**src/rtl/lsu_pkg.sv**
```systemverilog
// Shared types for the load/store unit.
//   lsu_funct3_e : RV32I load/store width encodings
//   lsu_state_e  : controller FSM states
//   funct3_legal : funct3 legality for a load (we=0) or store (we=1)
package lsu_pkg;

    typedef enum logic [2:0] {
        F3_B  = 3'b000,
        F3_H  = 3'b001,
        F3_W  = 3'b010,
        F3_BU = 3'b100,
        F3_HU = 3'b101
    } lsu_funct3_e;

    typedef enum logic [2:0] {
        IDLE,
        READ,
        WRITE,
        RESP,
        ERR_RESP
    } lsu_state_e;

    // Unsigned variants only exist for loads.
    function automatic logic funct3_legal(input logic we, input logic [2:0] f3);
        case (f3)
            F3_B, F3_H, F3_W: return 1'b1;
            F3_BU, F3_HU:     return !we;
            default:          return 1'b0;
        endcase
    endfunction

endpackage

```
**src/rtl/lsu_align.sv**
```systemverilog
// Combinational byte-lane logic for the load/store unit.
//   funct3_i  : access width / signedness
//   addr_lo_i : byte offset within the word
//   word_i    : word read from memory
//   wdata_i   : right-aligned store data
//   ld_data_o : extracted and extended load value
//   st_data_o : word to write back (merged for SB/SH, wdata_i for SW)
module lsu_align
    import lsu_pkg::*;
#(
    parameter int unsigned REG_SIZE = 32
) (
    input  logic [2:0]          funct3_i,
    input  logic [1:0]          addr_lo_i,
    input  logic [REG_SIZE-1:0] word_i,
    input  logic [REG_SIZE-1:0] wdata_i,
    output logic [REG_SIZE-1:0] ld_data_o,
    output logic [REG_SIZE-1:0] st_data_o
);

    logic [7:0]  byte_sel;
    logic [15:0] half_sel;

    always_comb begin
        byte_sel = word_i[{addr_lo_i, 3'b000} +: 8];
        // Half select uses addr[1] only, so a misaligned half truncates.
        half_sel = word_i[{addr_lo_i[1], 4'b0000} +: 16];

        case (funct3_i)
            F3_B:    ld_data_o = {{(REG_SIZE-8){byte_sel[7]}}, byte_sel};
            F3_BU:   ld_data_o = {{(REG_SIZE-8){1'b0}}, byte_sel};
            F3_H:    ld_data_o = {{(REG_SIZE-16){half_sel[15]}}, half_sel};
            F3_HU:   ld_data_o = {{(REG_SIZE-16){1'b0}}, half_sel};
            default: ld_data_o = word_i;
        endcase

        st_data_o = word_i;
        case (funct3_i[1:0])
            2'b00:   st_data_o[{addr_lo_i, 3'b000} +: 8] = wdata_i[7:0];
            2'b01:   st_data_o[{addr_lo_i[1], 4'b0000} +: 16] = wdata_i[15:0];
            default: st_data_o = wdata_i;
        endcase
    end

endmodule

```
**src/rtl/lsu_mem_ctrl.sv**
```systemverilog
// Load/store unit: turns one byte/half/word request at a time into word-aligned
// memory accesses. Sub-word stores are read-modify-write.
//   req_*  : valid/ready request from the execute stage
//   rsp_*  : one-cycle response pulse with registered load data / error flag
//   mem_*  : master side of the word-wide data memory (combinational read)
// Optional macro LSU_MISALIGN_TRAP_EN: misaligned half/word accesses produce an
// error response instead of being truncated to the containing half/word.
module lsu_mem_ctrl
    import lsu_pkg::*;
#(
    parameter int unsigned REG_SIZE = 32
) (
    input  logic                clk_i,
    input  logic                rst_ni,
    input  logic                req_valid_i,
    output logic                req_ready_o,
    input  logic                req_we_i,
    input  logic [2:0]          req_funct3_i,
    input  logic [REG_SIZE-1:0] req_addr_i,
    input  logic [REG_SIZE-1:0] req_wdata_i,
    output logic                rsp_valid_o,
    output logic [REG_SIZE-1:0] rsp_rdata_o,
    output logic                rsp_err_o,
    output logic                mem_we_o,
    output logic [REG_SIZE-1:0] mem_addr_o,
    output logic [REG_SIZE-1:0] mem_wdata_o,
    input  logic [REG_SIZE-1:0] mem_rdata_i
);

    lsu_state_e          state_q;
    logic                op_we_q;
    logic [2:0]          op_funct3_q;
    logic [1:0]          op_addr_lo_q;
    logic [REG_SIZE-1:0] op_wdata_q;
    logic [REG_SIZE-1:0] rdata_q;
    logic                rsp_valid_q;
    logic                rsp_err_q;
    logic [REG_SIZE-1:0] rsp_rdata_q;
    logic                mem_we_q;
    logic [REG_SIZE-1:0] mem_addr_q;
    logic [REG_SIZE-1:0] mem_wdata_q;

    logic [REG_SIZE-1:0] req_word_addr;
    logic [REG_SIZE-1:0] ld_data;
    logic [REG_SIZE-1:0] st_data;
    logic                req_illegal;

    assign req_word_addr = {req_addr_i[REG_SIZE-1:2], 2'b00};

    always_comb begin
        req_illegal = !funct3_legal(req_we_i, req_funct3_i);
`ifdef LSU_MISALIGN_TRAP_EN
        case (req_funct3_i)
            F3_H, F3_HU: if (req_addr_i[0]) req_illegal = 1'b1;
            F3_W:        if (req_addr_i[1:0] != 2'b00) req_illegal = 1'b1;
            default:     ;
        endcase
`endif
    end

    lsu_align #(
        .REG_SIZE (REG_SIZE)
    ) u_align (
        .funct3_i  (op_funct3_q),
        .addr_lo_i (op_addr_lo_q),
        .word_i    (mem_rdata_i),
        .wdata_i   (op_wdata_q),
        .ld_data_o (ld_data),
        .st_data_o (st_data)
    );

    // Response outputs are registered on the edge leaving RESP/ERR_RESP, so they
    // appear together with the return to IDLE.
    always_ff @(posedge clk_i) begin
        if (!rst_ni) begin
            state_q      <= IDLE;
            op_we_q      <= 1'b0;
            op_funct3_q  <= 3'b000;
            op_addr_lo_q <= 2'b00;
            op_wdata_q   <= '0;
            rdata_q      <= '0;
            rsp_valid_q  <= 1'b0;
            rsp_err_q    <= 1'b0;
            rsp_rdata_q  <= '0;
            mem_we_q     <= 1'b0;
            mem_addr_q   <= '0;
            mem_wdata_q  <= '0;
        end else begin
            rsp_valid_q <= 1'b0;
            rsp_err_q   <= 1'b0;
            mem_we_q    <= 1'b0;
            case (state_q)
                IDLE: begin
                    if (req_valid_i) begin
                        op_we_q      <= req_we_i;
                        op_funct3_q  <= req_funct3_i;
                        op_addr_lo_q <= req_addr_i[1:0];
                        op_wdata_q   <= req_wdata_i;
                        if (req_illegal) begin
                            state_q <= ERR_RESP;
                        end else if (req_we_i && req_funct3_i == F3_W) begin
                            // Full-word store needs no read.
                            state_q     <= WRITE;
                            mem_we_q    <= 1'b1;
                            mem_addr_q  <= req_word_addr;
                            mem_wdata_q <= req_wdata_i;
                        end else begin
                            state_q    <= READ;
                            mem_addr_q <= req_word_addr;
                        end
                    end
                end
                READ: begin
                    rdata_q <= ld_data;
                    if (op_we_q) begin
                        state_q     <= WRITE;
                        mem_we_q    <= 1'b1;
                        mem_wdata_q <= st_data;
                    end else begin
                        state_q    <= RESP;
                        mem_addr_q <= '0;
                    end
                end
                WRITE: begin
                    state_q    <= RESP;
                    mem_addr_q <= '0;
                end
                RESP: begin
                    state_q     <= IDLE;
                    rsp_valid_q <= 1'b1;
                    rsp_rdata_q <= op_we_q ? '0 : rdata_q;
                end
                ERR_RESP: begin
                    state_q     <= IDLE;
                    rsp_valid_q <= 1'b1;
                    rsp_err_q   <= 1'b1;
                    rsp_rdata_q <= '0;
                end
                default: state_q <= IDLE;
            endcase
        end
    end

    assign req_ready_o = (state_q == IDLE);
    assign rsp_valid_o = rsp_valid_q;
    assign rsp_err_o   = rsp_err_q;
    assign rsp_rdata_o = rsp_rdata_q;
    // Gated so a write can never coincide with an asserted reset.
    assign mem_we_o    = mem_we_q & rst_ni;
    assign mem_addr_o  = mem_addr_q;
    assign mem_wdata_o = mem_wdata_q;

endmodule
```
**config.mk**
```make
export PLATFORM = sky130hd
export DESIGN_NAME = lsu_mem_ctrl
export DESIGN_NICKNAME = d
export VERILOG_FILES = /design/src/rtl/lsu_pkg.sv /design/src/rtl/lsu_align.sv /design/src/rtl/lsu_mem_ctrl.sv
export SDC_FILE = /design/constraint.sdc
export NUM_CORES = 1
export LEC_CHECK = 0
export CAP_MARGIN = 10
export CORE_ASPECT_RATIO = 1.25
export CORE_MARGIN = 5
export CORE_UTILIZATION = 53
export DETAILED_ROUTE_END_ITERATION = 7
export PLACE_DENSITY_LB_ADDON = 0.3
export SYNTH_ARGS = -nofsm -noshare
export SYNTH_HDL_FRONTEND = slang
export SYNTH_SLANG_ARGS = --single-unit
```
**constraint.sdc**
```tcl
create_clock -name clk_i -period 5.9 [get_ports clk_i]
set_input_delay 0.885 -clock clk_i [delete_from_list [all_inputs] [get_ports clk_i]]
set_output_delay 0.885 -clock clk_i [all_outputs]
set_load 0.1 [all_outputs]
```
==> metrics.md, run 1 <==
| Metric | Value |
|---|---|
| Critical Path RT | 5.02 ns |
| Initial Utilization | 53.71% |
| First-pass GRT wire length | ~38000 um |
| Final Skew | 0.009541 ns |
| Unrepaired setup endpoints after global routing | false |
| Post-synth top area share | between 40% and 50% |
| DIE HEIGHT | around 140 um |
| Cell Rows | 49 |
| Sequential fraction of the synthesis area | 44.17% |
| CP bufs+invs | 3 |
| Worst R2R Setup Slack | between 3 and 4 ns |
| Gpl congestion | approximately 0.91 |
| Initial antenna violation count | 0 |
| Gr usage total | a little over a quarter |
| F_max | 0.2568 GHz |
| Post-Route Setup TNS | 0 ns |
| Synth Cell Area | 0.007705 mm^2 |
| Worst slew pin tran | about 1.2 ns |
| CTS Buf Count | 17 |
| Count leader, synth | dfxtp_1 |
| Hold depth | 2 |
| R2r worst-path depth | 5 |
| Vias | 7633 |
| Pre-antenna DRT Iters | 8 |
| Critical Path Sink Type | output port |
| Yosys reg bits | 170 |
| EDFF count, synth | 0 |
| Hold path start | mem_wdata_o[19]$_SDFFE_PN0P_ |
| CTS resizes | 0 |
| Yosys top cell by area | dfxtp_1 |
| Largest family of logic cells by synthesized area | compound AO/OA/AOI/OAI gates |
| Share of cells above drive strength 1 | ~6.5% |
| Top cell family by delay on the critical path | buffers and inverters |
| Post-route DRC | 0 |
| Routed Antenna Nets | 0 |
| Largest net degree at the start of global routing | 76 |
| Crit-path slowest cell | clkdlybuf4s50_1 |
| Largest stage delay, worst path | 1.13 ns |
| Vias in the first global route | 7248 |
| Final hold slack | 0.4474 ns |
| Fin nets | approximately 1200 |
| Synth Area in Simple Gates | 17.65% |
| Clk sinks | 170 |
| Main synth FF type | dfxtp_1 |
| Complex-gate fraction of the synthesized area | 28.04% |
| Die area | approximately 0.017 mm^2 |
| DR vias/cell | 6.181 |
| Critical Path, Cell by Cell | clkdlybuf4s50_1 -> buf_4 -> and2_1 -> clkdlybuf4s50_1 |
| Hold Buf Count CTS | 0 |
| Grt total ovfl | 0 |
| H-tree depth | 4 |
| CTS max path bufs | 2 |
| Synthesized instance count | around 900 |
| Largest fanout on the critical path | 38 |
| Leakage | around 3.6 nW |
| Outcome | complete, no violations |
| Post-CTS setup buffers | 0 |
| Synth area leaders | dfxtp_1 (44%), nand2_1 (6.4%), a21oi_1 (4.8%), a22o_1 (4.7%), nor2_1 (3.9%) |
| Reg-to-reg critical path endpoint | mem_wdata_o[25]$_SDFFE_PN0P_ |
| Port bufs | 200 |
| Final WS setup | 2.005 ns |
| Number of fill cells | 1149 |
| WL per Instance | 19.74 um |
| Pins Over Slew Limit | 0 |
| P per Cell Area | 308.7 mW/mm^2 |
| Worst hold endpoint | mem_wdata_o[19]$_SDFFE_PN0P_ |
| # IOs | 203 |
| Asr flop ratio synth | 0% |
| Tmin final | 3.895 ns |
| Core footprint | 0.01435 mm^2 |
| Die X | 117.8 um |
| Slew HR | a little under 20% |
| DRT iter0 DRCs | approximately 910 |
| Post-synth top cells | dfxtp_1 (170), nand2_1 (131), nor2_1 (80) |
| Final hold violations | 0 |
| DP Wirelength | about 17000 um |
| Fin cells | about 1200 |
| Fin crit share | 66.01% |
| Avg Inst Size Synth | 8.580 um^2 |
| Clock Root Buffer | clkbuf_16 |
| Total length of routed wires | 24380 um |
| Yosys cell types | 55 |
| CTS tree | done |
| Crit Reg-Reg Startpoint | op_funct3_q[1]$_SDFFE_PN0P_ |
| Hold/Removal Path Class | reg2reg |
| Synth warn | 0 |
| Worst skew pair latency | 0.42 ns |
| Final setup viols | 0 |
| Number of max-cap violations | 0 |
| Placed Cells | roughly 1200 |
| # diodes | 0 |
| Maximum VDD drop | 0.1905 mV |
| Area growth, synth to finish | 32.17% |
| Post-Synth Adder-Cell Area | 0.8120% |
| Arrival time worst endpoint | 3.01 ns |
| Reg clk slew, reported paths | 0.06 ns |
| Crit start category | input port |
| Most Frequent Cell on Critical Path | clkdlybuf4s50_1 |
| Post-Synth XOR/XNOR Area | 0% |
| Crit Path Class | in2out |
| Proportion of synthesized area in mux cells | 3.654% |
| Worst slack, placed | 2.011 ns |
metrics by stage:
stage               util, %  instance area [um^2]  total power, mW
floorplan                 -                  7709            1.884
finish                70.98                 10180            3.144
global placement      67.21                  9642            2.110
detailed placement    67.21                  9642            2.122
CTS                   70.98                 10180            3.139
global route          70.98                 10180            3.269
sequential cells by signal (all words and copies together), names as in the netlist:
signal        count
mem_addr_o       30
mem_wdata_o      32
mem_we_q          1
op_addr_lo_q      2
op_funct3_q       3
op_wdata_q       32
op_we_q           1
rdata_q          32
rsp_err_o         1
rsp_rdata_o      32
rsp_valid_o       1
state_q           3
placed cells by master, fill, tap and decap left out, types with 10 or more instances in the layout:
cell type,synthesis,final
nor3_1,11,10
nor2_1,80,80
dfxtp_1,170,168
a31oi_1,13,13
nor2b_1,13,13
o211ai_1,15,15
a211oi_1,17,17
a22o_1,41,41
nand2b_1,13,13
nand2_1,131,131
clkbuf_16,0,17
a221o_1,16,16
a22oi_1,33,33
mux2i_1,18,18
clkdlybuf4s50_1,0,200
o31ai_1,16,16
a21oi_1,74,74
o21ai_0,44,44
buf_4,4,10
report_power, final:
group          internal, mW  switching (mW)  leakage (nW)
logic                 0.264           0.530          1.92
registers              1.24          0.0853          1.38
clock network         0.573           0.455         0.249
layout make-up:
type | count | area, um^2 | share of cell area [%]
clock buffers | 23 | 478.0 | 4.693
clock inverters | 8 | 63.81 | 0.6266
inverters | 11 | 41.29 | 0.4055
multi-input cells | 635 | 3895 | 38.25
flip-flops and latches | 170 | 3406 | 33.44
well taps | 178 | 222.7 | 2.187
repair buffers | 210 | 2077 | 20.40
how the worst max path moves through the flow:
stage                                  end               startpoint  cells past startpoint  slack (ns)
2_1_floorplan  op_wdata_q[15]$_SDFFE_PN0P_  state_q[0]$_SDFFE_PN0P_                      7        2.32
3_3_place_gp                      mem_we_o                   rst_ni                      4        2.01
3_5_place_dp                      mem_we_o                   rst_ni                      4        2.01
4_1_cts                           mem_we_o                   rst_ni                      4        2.01
5_1_grt                           mem_we_o                   rst_ni                      4        1.95
6_report                          mem_we_o                   rst_ni                      4        2.01
cell families (layout without fill, tap and decap cells):
family / count (synthesis) / in the layout
AO/OA/AOI/OAI: 309 / 309
adder cells (fa/ha/maj): 5 / 5
buffers and inverters: 94 / 252
flip-flops: 170 / 170
multiplexers: 27 / 27
other: 1 / 2
AND/OR/NAND/NOR: 292 / 292
layer usage:
layer	wire length, um	track usage (%)	vias up
li1	-	-	3554
met1	9651	34.62	3540
met2	11360	44.67	438
met3	2159	5.715	101
met4	1207	13.65	0
met5	0	0	-
worst register-to-register path: cells and delay by family (launching register included):
| family | cells | cell delay (ns) |
|---|---|---|
| buf+inv | 1 | 0.48 |
| simple gates | 2 | 0.67 |
| compound gates | 2 | 0.55 |
| flops | 1 | 0.91 |
(Power assumes the default switching activity.)
==> run 2, diff against run 1 <==
--- a/config.mk
+++ b/config.mk
@@ -8,7 +8,7 @@
 export CAP_MARGIN = 10
 export CORE_ASPECT_RATIO = 1.25
 export CORE_MARGIN = 5
-export CORE_UTILIZATION = 53
+export CORE_UTILIZATION = 44
 export DETAILED_ROUTE_END_ITERATION = 7
 export PLACE_DENSITY_LB_ADDON = 0.3
 export SYNTH_ARGS = -nofsm -noshare
==> constraint.sdc (replaced) <==
create_clock -name clk_i -period 3.2 [get_ports clk_i]
set_input_delay 0.48 -clock clk_i [delete_from_list [all_inputs] [get_ports clk_i]]
set_output_delay 0.48 -clock clk_i [all_outputs]
set_load 0.1 [all_outputs]
==> run 2 against run 1 <==
Global-route usage fell by 3.7 points; largest cell class unchanged; final area is 0.63% higher; sequential power increased by 83%; hold slack improved by 0.0064 ns; first-iteration DRC count is 21% lower; final cell count is 4.5% higher; count of clock-buffer cells in the layout is 1 lower; routed wire length increased by 1.4%; register-to-register slack got worse by 2.5 ns; die area is 19% higher; non-clock buffer count rose by 8.
==> metrics.md, run 2 (synthesis gave the netlist of run 1 again) <==
| Metric | Value |
|---|---|
| Maximum VDD drop | 0.3806 mV (+100%) |
| CTS resizes | 0 (unchanged) |
| Final Core Density | 59.01% (-12 points) |
| Met3 routed WL | 1863 um (-14%) |
| Grt total ovfl | 0 (unchanged) |
| Port bufs | 200 (unchanged) |
| Final setup viols | 0 (unchanged) |
| CTS max path bufs | 2 (unchanged) |
| Gpl congestion | 0.9150 (+0.12%) |
| Highest routed metal layer | met4 |
| Critical Path Sink Type | flop |
| Final Skew | 0.005655 ns (-0.003886 ns) |
| Hold Buf Count CTS | 0 (unchanged) |
| Number of max-cap violations | 0 (unchanged) |
| Post-CTS setup buffers | 0 (unchanged) |
| Initial Utilization | 44.37% (-9.3 points) |
| CTS tree | done |
| Most frequent cells in the layout | dfxtp_1 (168), nand2_1 (131), clkdlybuf4s50_1 (128) |
| Largest fanout on the critical path | 10 (-74%) |
| Share of cells above drive strength 1 | 14.26% (+7.7 points) |
| Post-route DRC | 0 (unchanged) |
| WL per Instance | 19.17 um (-2.9%) |
| Crit Path Class | reg2reg |
| Fin nets | 1161 (+0.69%) |
| Slew HR | 22.73% (+3.0 points) |
| H-tree depth | 4 (unchanged) |
| # diodes | 0 (unchanged) |
| First-pass GRT wire length | 37920 um (-0.38%) |
| Pre-antenna DRT Iters | 5 (-3) |
| Fin cells | 1290 (+4.5%) |
| Routed Antenna Nets | 0 (unchanged) |
| DRT iter0 DRCs | 719 (-21%) |
| WL met1 | 10220 um (+5.9%) |
| Vias in the first global route | 7115 (-1.8%) |
| Metal2 WL | 11730 um (+3.2%) |
| Core footprint | 0.01736 mm^2 (+21%) |
| Area growth, synth to finish | 33.00% |
| # IOs | 203 (unchanged) |
| Hold/Removal Path Class | reg2reg |
| Die area | 0.02027 mm^2 (+19%) |
| Reg clk slew, reported paths | 0.06 ns (about the same) |
| Leakage | 3.811 nW (+7.2%) |
| Outcome | complete, no violations |
| Fin crit share | 78.11% |
| Placed Cells | 1258 (+4.5%) |
| Final hold violations | 0 (unchanged) |
| F_max | ~0.40 GHz |
| Total length of routed wires | 24720 um (+1.4%) |
| Most common cell after layout, fill and taps aside | dfxtp_1 |
| Gr usage total | 23.62% (-3.7 points) |
| Vias | 7401 (-3.0%) |
| Cell Rows | 54 (+10%) |
| Die X | 128.4 um (+8.9%) |
| DIE HEIGHT | 158.0 um (+9.1%) |
| Tmin final | about 2.5 ns |
| Crit start category | flop |
| Clock Root Buffer | clkbuf_16 |
| Arrival time worst endpoint | 2.84 ns (-0.17 ns) |
| Post-Route Setup TNS | 0 ns (unchanged) |
| Clk sinks | 170 (unchanged) |
| Worst skew pair latency | 0.43 ns (about the same) |
| DR vias/cell | 5.737 (-7.2%) |
| DP Wirelength | 17300 um (+4.6%) |
| Initial antenna violation count | 0 (unchanged) |
| CTS Buf Count | 17 (unchanged) |
| Critical Path RT | 3.54 ns (-1.48 ns) |
| P per Cell Area | 598.2 mW/mm^2 (+94%) |
| Worst slew pin tran | 1.159 ns (-0.04491 ns) |
| Unrepaired setup endpoints after global routing | false |
| Number of fill cells | 1569 (+37%) |
| Pins Over Slew Limit | 0 (unchanged) |
| Largest net degree at the start of global routing | 76 (unchanged) |
## run 2: cell count changes in the layout (fill, tap and decap cells not counted), sizes merged
cell / previous run / this run
clkdlybuf4s50: 200 / 128
clkinvlp: 5 / 1
inv: 13 / 12
clkbuf: 23 / 22
clkinv: 1 / 4
buf: 10 / 90
bufinv: 0 / 4
## run 2: worst paths after layout
kind / startpoint / end / slack (ns) / cells past startpoint
max: op_addr_lo_q[0]$_SDFFE_PN0P_ / mem_wdata_o[24]$_SDFFE_PN0P_ / 0.70 / 6
min: mem_wdata_o[19]$_SDFFE_PN0P_ / mem_wdata_o[19]$_SDFFE_PN0P_ / 0.45 / 2
max reg2reg: op_addr_lo_q[0]$_SDFFE_PN0P_ / mem_wdata_o[24]$_SDFFE_PN0P_ / 0.70 / 6
min reg2reg: mem_wdata_o[19]$_SDFFE_PN0P_ / mem_wdata_o[19]$_SDFFE_PN0P_ / 0.45 / 2
## run 2: cell type report
type	instances	area [um^2]	area share, %
clock inverters	10	163.9	1.600
clock buffers	22	474.2	4.628
repair buffers	218	1982	19.34
well taps	224	280.3	2.735
inverters	11	41.29	0.4029
flip-flops and latches	170	3406	33.24
multi-input cells	635	3900	38.06
## run 2: stage by stage
| step | hold slack, ns | setup slack [ns] | power [mW] | cell area (um^2) |
|---|---|---|---|---|
| floorplan | 0.4365 | 0.5879 | 3.476 | 7714 |
| global placement | 0.4379 | 0.5257 | 3.928 | 9609 |
| detailed placement | 0.4446 | 0.4752 | 3.942 | 9609 |
| CTS | 0.4586 | 0.7427 | 6.158 | 10250 |
| global route | 0.4760 | 0.5470 | 6.367 | 10250 |
| finish | 0.4538 | 0.7004 | 6.130 | 10250 |
## run 2: where the power goes
group          switching (mW)  leakage, nW  internal [mW]  total (mW)
Sequential              0.143         1.38           2.28        2.42
Combinational           0.992         2.12          0.498        1.49
Clock                   0.847        0.311           1.37        2.22
Total                    1.98         3.81           4.15        6.13
## run 2: metal layers
metal  global-route usage (%)  up-vias
li1                         -     3577
met1                    29.66     3442
met2                    38.89      318
met3                    5.231       64
met4                    10.36        0
met5                        0        -
## run 2: critical path, stage by stage, from the launching register on
cell and delay, ns:
dfxtp_1 0.51, inv_1 0.13, ha_1 0.36, nand2b_1 0.17, nor4_2 0.70, a211oi_1 0.26, o31ai_1 0.28
